`src/rtl/mem_port_arbiter_pkg.sv`:
```
// Shared encodings and widths for the two-port memory arbiter.
// The state codes double as the one-hot grant vector {gnt1, gnt0}.
package mem_port_arbiter_pkg;

  localparam int MEM_ADDR_W = 8;
  localparam int MEM_DATA_W = 8;

  typedef enum logic [1:0] {
    ARB_IDLE = 2'b00,
    ARB_G0   = 2'b01,
    ARB_G1   = 2'b10
  } arb_state_e;

endpackage

```
`src/rtl/mem_port_arbiter_rr_pick.sv`:
```
// Combinational next-owner select for the two-port round-robin arbiter.
// When both ports request from IDLE, the winner is the port that was not granted last.
module arb_rr_pick
  import mem_port_arbiter_pkg::*;
(
  input  logic       i_req0,
  input  logic       i_req1,
  input  logic       i_last,
  input  arb_state_e i_state,
  input  logic       i_burst_done,
  output arb_state_e o_next
);

  // NOTE: every output of a combinational block gets a default first, so no path
  // through the case can leave it unassigned and infer a latch.
  always_comb begin
    o_next = ARB_IDLE;
    unique case (i_state)
      ARB_IDLE: begin
        if (i_req0 && i_req1) o_next = i_last ? ARB_G0 : ARB_G1;
        else if (i_req0)      o_next = ARB_G0;
        else if (i_req1)      o_next = ARB_G1;
        else                  o_next = ARB_IDLE;
      end
      ARB_G0: begin
        if (!i_req0)                      o_next = i_req1 ? ARB_G1 : ARB_IDLE;
        else if (i_req1 && i_burst_done)  o_next = ARB_G1;
        else                              o_next = ARB_G0;
      end
      ARB_G1: begin
        if (!i_req1)                      o_next = i_req0 ? ARB_G0 : ARB_IDLE;
        else if (i_req0 && i_burst_done)  o_next = ARB_G0;
        else                              o_next = ARB_G1;
      end
      default: o_next = ARB_IDLE;
    endcase
  end

endmodule

```
`src/rtl/mem_port_arbiter.sv`:
```
// Round-robin arbiter sharing one single-port memory between a CPU port and a loader port.
// Grants are registered state; memory-side signals are a mux steered by that state.
module mem_port_arbiter
  import mem_port_arbiter_pkg::*;
#(
  parameter int ADDR_W    = MEM_ADDR_W,
  parameter int DATA_W    = MEM_DATA_W,
  parameter int BURST_MAX = 4
)(
  input  logic              clk,
  input  logic              rst,
  input  logic              p0_req,
  input  logic              p0_we,
  input  logic [ADDR_W-1:0] p0_addr,
  input  logic [DATA_W-1:0] p0_wdata,
  output logic              p0_gnt,
  output logic              p0_wait,
  input  logic              p1_req,
  input  logic              p1_we,
  input  logic [ADDR_W-1:0] p1_addr,
  input  logic [DATA_W-1:0] p1_wdata,
  output logic              p1_gnt,
  output logic              p1_wait,
  output logic [DATA_W-1:0] rdata,
  output logic              mem_we,
  output logic [ADDR_W-1:0] mem_addr,
  output logic [DATA_W-1:0] mem_d_i,
  input  logic [DATA_W-1:0] mem_d_o
);

  localparam logic [3:0] BURST_LAST = 4'(BURST_MAX - 1);

  arb_state_e r_state;
  arb_state_e w_next;
  logic       r_last;
  logic [3:0] r_burst_cnt;
  logic       w_burst_done;

  assign w_burst_done = (r_burst_cnt == BURST_LAST);

  arb_rr_pick u_pick (
    .i_req0       (p0_req),
    .i_req1       (p1_req),
    .i_last       (r_last),
    .i_state      (r_state),
    .i_burst_done (w_burst_done),
    .o_next       (w_next)
  );

  // NOTE: state is updated with non-blocking assignments and cleared by the
  // asynchronous reset, so grants and mem_we drop the moment rst goes low.
  always_ff @(posedge clk or negedge rst) begin
    if (!rst) begin
      r_state     <= ARB_IDLE;
      r_last      <= 1'b1;
      r_burst_cnt <= '0;
    end else begin
      r_state <= w_next;
      if (w_next != r_state)
        r_burst_cnt <= '0;
      else if (r_state != ARB_IDLE && !w_burst_done)
        r_burst_cnt <= r_burst_cnt + 4'd1;
      if (w_next == ARB_G0)      r_last <= 1'b0;
      else if (w_next == ARB_G1) r_last <= 1'b1;
    end
  end

  assign p0_gnt  = r_state[0];
  assign p1_gnt  = r_state[1];
  assign p0_wait = p0_req & ~p0_gnt;
  assign p1_wait = p1_req & ~p1_gnt;
  assign rdata   = mem_d_o;

  // A dropped request inside a grant still holds the bus but never writes.
  always_comb begin
    mem_we   = 1'b0;
    mem_addr = '0;
    mem_d_i  = '0;
    unique case (r_state)
      ARB_G0: begin
        mem_we   = p0_we & p0_req;
        mem_addr = p0_addr;
        mem_d_i  = p0_wdata;
      end
      ARB_G1: begin
        mem_we   = p1_we & p1_req;
        mem_addr = p1_addr;
        mem_d_i  = p1_wdata;
      end
      default: ;
    endcase
  end

endmodule

```
`config.mk`:
```
export PLATFORM = sky130hd
export DESIGN_NAME = mem_port_arbiter
export DESIGN_NICKNAME = d
export VERILOG_FILES = /design/src/rtl/mem_port_arbiter_pkg.sv /design/src/rtl/mem_port_arbiter_rr_pick.sv /design/src/rtl/mem_port_arbiter.sv
export SDC_FILE = /design/constraint.sdc
export NUM_CORES = 1
export LEC_CHECK = 0
export ABC_AREA = 1
export ABC_CLOCK_PERIOD_IN_PS = 3100
export CAP_MARGIN = 20
export CORE_MARGIN = 2
export CORE_UTILIZATION = 33
export CTS_CLUSTER_DIAMETER = 120
export DETAILED_ROUTE_END_ITERATION = 6
export PLACE_DENSITY = 0.93
export SLEW_MARGIN = 10
export SYNTH_ARGS = -nofsm -noshare
export SYNTH_HDL_FRONTEND = slang
export SYNTH_SLANG_ARGS = --single-unit
```
`constraint.sdc`:
```
create_clock -name clk -period 3.1 [get_ports clk]
set_input_delay 0.465 -clock clk [delete_from_list [all_inputs] [get_ports clk]]
set_output_delay 0.465 -clock clk [all_outputs]
set_load 0.03 [all_outputs]
```
[Word level (Yosys, flattened, before mapping)]
Index checks and enable logic that the tools add are counted.
Storage, ports and cells
  flip-flop bits (word level): 7
  output and inout bits: 29
  logic and storage cells: 42
Cells by class
  add/subtract/negate cells: 1
  eq/ne operators: 6
  muxes and demuxes: 17
  bitwise logic cells: 6
  reductions and logical operators: 9
Operators with widths (number)
  $pmux W8 S2: 2
  $mux W2: 8
  $mux W4: 2
  $pmux W2 S3: 1
  $reduce_bool A2 Y1: 3
  $add A4 B1 Y4 const B: 1
  $and A1 B1 Y1: 4
  $eq A2 B1 Y1 const B: 2
  $eq A2 B2 Y1 const B: 2
  $eq A4 B2 Y1 const B: 1
  $logic_and A1 B1 Y1: 4
  $mux W1: 3
  $logic_not A2 Y1: 1
  $ne A2 B2 Y1: 1
  $not A1 Y1: 2
  $pmux W1 S2: 1
  $logic_not A1 Y1: 1

[Depth between registers and ports, before layout]
  word-level depth: 8
  gate-level depth with buffers: 11
  depth with buffers taken out: 11

[By module]
From an unflattened synthesis, not the netlist that was laid out.
Unflattened totals
  cells, all modules: 150
  area, all modules: 865.8 um^2
Modules (own cells, without submodules)
  mem_port_arbiter: instances 1, cells an instance 127, area an instance 769.5 um^2, seq. area each 176.4 um^2
  arb_rr_pick: instances 1, cells an instance 23, area an instance 96.3 um^2, seq. area each 0.0 um^2

[Worst setup path before layout]
Ideal clock, no wire load.
  kind: register to output
  start point: register r_state[0]
  end point: output port mem_addr[0]
  data arrival time: 1.845 ns
  required time: 2.635 ns
  setup slack: 0.790 ns
  stages on the path, launching flop included: 6
  path through: dfrtp_1 > inv_1 > ha_1 > clkinv_1 > buf_1 > a21oi_1
Between the ends
  word-level cells in the longest chain between the ends: 2
  elaborated cells on any way between the ends: 3
  those cells by class: 2 x eq/ne; 1 x mux
Ends and longest elaborated chain
  start: declaration: RTL line mem_port_arbiter.sv:33  | arb_state_e r_state;
  start signal: assignment: RTL line mem_port_arbiter.sv:58  | r_state <= w_next;
  $eq A2 B2 Y1 or $eq A2 B1 Y1 (tied branches): RTL line mem_port_arbiter.sv:79  | unique case (r_state)
  $pmux W8 S2 (*): RTL line mem_port_arbiter.sv:79
  end: declaration: RTL line mem_port_arbiter.sv:26  | output logic [ADDR_W-1:0] mem_addr,
Every way passes the cells marked *; elsewhere a longest branch is shown, timed or not.

[Worst setup path after layout]
Ends and elaborated chain as after synthesis.

==> metrics.txt <==
# TYPE chip_impl_metric gauge
chip_impl_info{name="run_status",value="completed"} 1
chip_impl_metric{name="critPathBufInv",unit=""} 3
chip_impl_metric{name="postRouteWirelength",unit="um"} 2370
chip_impl_metric{name="post_drt_wl_per_cell",unit="um"} 11.3
chip_impl_info{name="cts_root_buf",value="sky130_fd_sc_hd__clkbuf_4"} 1
chip_impl_info{name="endpoint_kind",value="output pin"} 1
chip_impl_metric{name="critical_path.max_fanout",unit=""} 17
chip_impl_metric{name="drt_iter0_drc",unit=""} 10
chip_impl_metric{name="place_hpwl",unit="um"} 1940
chip_impl_metric{name="start_util",unit="%"} 35.7
chip_impl_metric{name="synth_seq_cells",unit=""} 7
chip_impl_metric{name="grt_remaining_overflow",unit=""} 0
chip_impl_metric{name="n_antenna_cell",unit=""} 0
chip_impl_metric{name="timing.setup.tns",unit="ps"} 0
chip_impl_metric{name="worstPathArrival",unit="ps"} 2460
chip_impl_metric{name="cellPowerDensity",unit="nW/um2"} 777
chip_impl_info{name="synth_top_cells_by_area",value="sky130_fd_sc_hd__nand2_1 (23%), sky130_fd_sc_hd__dfrtp_1 (18%), sky130_fd_sc_hd__a21oi_1 (10%)"} 1
chip_impl_metric{name="worst-slew-pin-transition",unit="ps"} 636
chip_impl_metric{name="clock_power_share",unit="%"} 7.5
chip_impl_metric{name="grt_max_degree",unit=""} 20
chip_impl_metric{name="cellLeakagePower",unit="uW"} 0.000583
chip_impl_metric{name="synthesis.yosys.warnings",unit=""} 0
chip_impl_info{name="cts_tree",value="built"} 1
chip_impl_info{name="dr.max_layer_used",value="met4"} 1
chip_impl_metric{name="drt_met1_wl",unit="um"} 983
chip_impl_metric{name="clkSinkCount",unit=""} 7
chip_impl_metric{name="power.switching_fraction",unit="%"} 53.4
chip_impl_info{name="synthDominantAreaCellType",value="sky130_fd_sc_hd__nand2_1"} 1
chip_impl_metric{name="slowest_delay",unit="ps"} 710
chip_impl_metric{name="number_of_clock_buffers_inserted_by_tritoncts",unit=""} 3
chip_impl_metric{name="maxCapViolations",unit=""} 0
chip_impl_metric{name="postRouteAntennaNets",unit=""} 0
chip_impl_metric{name="dr_wl_met2",unit="um"} 1090
chip_impl_metric{name="detailedPlace.worstSlack",unit="ps"} 427
chip_impl_metric{name="io_pins",unit=""} 75
chip_impl_metric{name="finalWorstSetupSlack",unit="ps"} 179
chip_impl_metric{name="seq_power_share",unit="%"} 14.7
chip_impl_metric{name="final_layout_size_suffix_gt1_share",unit="%"} 6.04
chip_impl_info{name="critical-path-top-delay-family",value="buffers and inverters"} 1
chip_impl_metric{name="number_of_antenna_violations_at_the_first_check_in_global_routing",unit=""} 0
chip_impl_metric{name="ys_seq_area_share",unit="%"} 21.7
chip_impl_metric{name="cts_repair_resize_count",unit=""} 0
chip_impl_metric{name="gpl_wtd_cong",unit=""} 0.800
chip_impl_metric{name="htree_levels",unit=""} 1
chip_impl_metric{name="area.growth.synth_to_final",unit="%"} 69.1
chip_impl_metric{name="power_switching",unit="uW"} 571
chip_impl_info{name="crit_chain",value="inv_1, ha_1, clkinv_1, a21oi_1, clkdlybuf4s50_1"} 1
chip_impl_metric{name="wire_length_of_the_first_global_routing_pass",unit="um"} 3480
chip_impl_metric{name="final_max_slew_viol_count",unit=""} 0
chip_impl_info{name="layout.cells.most_common",value="sky130_fd_sc_hd__clkdlybuf4s50_1"} 1
chip_impl_metric{name="number_of_placement_rows",unit=""} 17
chip_impl_metric{name="core_region_area",unit="um2"} 2280
chip_impl_metric{name="die_area",unit="um2"} 2880
chip_impl_info{name="start_kind",value="flop"} 1
chip_impl_metric{name="route.vias.total",unit=""} 948
chip_impl_metric{name="post_layout_instance_area",unit="um2"} 1380
chip_impl_metric{name="setup_viol",unit=""} 0
chip_impl_info{name="critical-path-slowest-cell",value="sky130_fd_sc_hd__clkdlybuf4s50_1"} 1
chip_impl_metric{name="synthCells",unit=""} 132
chip_impl_metric{name="clk_pin_slew_worst_paths",unit="ps"} 50
chip_impl_metric{name="detailroute.wirelength.met3",unit="um"} 281
chip_impl_metric{name="die_x",unit="um"} 53.6
chip_impl_metric{name="syn_nets",unit=""} 184
chip_impl_metric{name="slew_headroom",unit="%"} 57.6
chip_impl_metric{name="timing.final.crit_period",unit="ps"} 2920
chip_impl_metric{name="finalHoldViolations",unit=""} 0
chip_impl_metric{name="average_cell_area_after_synthesis",unit="um2"} 6.16
chip_impl_info{name="hold_class",value="input port to async pin"} 1
chip_impl_metric{name="final.hold.worst_slack",unit="ps"} 469
chip_impl_metric{name="max_freq",unit="GHz"} 0.342
chip_impl_metric{name="dieHeight",unit="um"} 53.6
chip_impl_metric{name="worst-endpoint-required",unit="ps"} 2630
chip_impl_info{name="layout.cells.most_common_list",value="sky130_fd_sc_hd__clkdlybuf4s50_1 (58), sky130_fd_sc_hd__nand2_1 (49), sky130_fd_sc_hd__a21oi_1 (17)"} 1
chip_impl_metric{name="worstSkewPairLatency",unit="ps"} 250
chip_impl_metric{name="pwr-share-comb",unit="%"} 77.8
chip_impl_metric{name="overall_track_demand_over_capacity_in_global_routing",unit="%"} 16.3
chip_impl_metric{name="detail_route.first_pass.iterations",unit=""} 4
chip_impl_metric{name="clock-skew-final",unit="ps"} 1.94
chip_impl_metric{name="ir_drop_worst_vdd",unit="mV"} 0.591
chip_impl_metric{name="placed_area",unit="um2"} 1350
chip_impl_metric{name="synthesis.area",unit="um2"} 813
chip_impl_metric{name="routed_via_density",unit=""} 4.51
chip_impl_metric{name="count_of_hold_buffers_inserted_by_post_cts_repair",unit=""} 0
chip_impl_metric{name="fin_nets",unit=""} 235
chip_impl_metric{name="total_power",unit="uW"} 1070
chip_impl_info{name="critPathKind",value="flop to output pin"} 1
chip_impl_metric{name="synth_top_area_share",unit="%"} 22.6
chip_impl_metric{name="cts_max_path_buffers",unit=""} 2
chip_impl_info{name="grt_setup_unrepaired",value="false"} 1
chip_impl_metric{name="drcViolationCount",unit=""} 0
chip_impl_metric{name="buffer_ports.inserted",unit=""} 58
chip_impl_metric{name="number_of_global_route_vias_before_repair",unit=""} 797
chip_impl_metric{name="post-route-period-util",unit="%"} 94.2
chip_impl_metric{name="post_synth_num_cell_types",unit=""} 22
chip_impl_metric{name="post-cts-setup-buffers",unit=""} 0
chip_impl_metric{name="internal_power",unit="uW"} 498
==> layer usage <==
| metal | GRT usage, % | vias up |
|---|---|---|
| met4 | 6.41 | 0 |
| met3 | 3.89 | 2 |
| met2 | 28.0 | 40 |
| li1 | - | 506 |
| met5 | 0 | - |
| met1 | 19.4 | 400 |
==> state kept, by name, summed over array words and instances (netlist names) <==
signal       flops
r_burst_cnt      4
r_last           1
r_state          2
==> cell usage after synthesis <==
cell type                   n
sky130_fd_sc_hd__nand2_1   49
sky130_fd_sc_hd__nor2_1     7
sky130_fd_sc_hd__nand2_2    3
sky130_fd_sc_hd__o21ai_0    2
sky130_fd_sc_hd__dfstp_2    1
sky130_fd_sc_hd__buf_4      8
sky130_fd_sc_hd__xor2_1     2
sky130_fd_sc_hd__nand4_1    1
sky130_fd_sc_hd__mux2_2     1
sky130_fd_sc_hd__dfrtp_1    6
sky130_fd_sc_hd__buf_1      1
sky130_fd_sc_hd__xnor2_1    1
sky130_fd_sc_hd__a21oi_1   17
sky130_fd_sc_hd__ha_1       6
sky130_fd_sc_hd__buf_6      1
sky130_fd_sc_hd__nand3_1    9
sky130_fd_sc_hd__clkbuf_1   2
sky130_fd_sc_hd__nor2_2     1
sky130_fd_sc_hd__inv_1     11
sky130_fd_sc_hd__buf_2      1
sky130_fd_sc_hd__clkinv_1   1
sky130_fd_sc_hd__nand3_2    1
==> area by class of cell <==
cell class                      count  area, um2
Tap cell                           28       35.0
Multi-Input combinational cell    100        504
Clock buffer                        4       26.3
Fill cell                         208        901
Inverter                           12       45.0
Timing Repair Buffer               59        588
Sequential cell                     7        176
==> cells by family after synthesis <==
| kind of cell | share of synthesized area, % |
|---|---|
| compound gates | 11.7 |
| flops | 21.7 |
| mux | 1.38 |
| buf+inv | 16.3 |
| fa+ha+maj | 9.23 |
| xor+xnor | 3.23 |
| simple gates | 36.5 |
==> stage by stage <==
step                instances  utilization, %
finish                    210            60.4
global route              210            60.4
CTS                       210            60.4
detailed placement        206            59.3
global placement          206            59.3
floorplan                 132               -
==> power groups by stage <==
stage                     Combinational (uW)  Clock (uW)  Sequential, uW
after detailed placement                 839           0             158
after CTS                                844        84.4             157
after global routing                     918        89.7             162
after floorplan                          552           0             172
after global placement                   829           0             154
final                                    831        80.6             157
==> final timing paths <==
check                      startpoint              to  slack (ps)  depth (start not counted)
min reg2reg                    r_last          r_last         520                          2
min in group clk               r_last          r_last         520                          2
min                               rst  r_burst_cnt[3]         470                          1
max in group asynchronous         rst          r_last        2350                          1
max reg2reg                r_state[0]          r_last        1060                          8
max                        r_state[0]     mem_addr[0]         180                          5
Power figures use the tool's default switching activity.
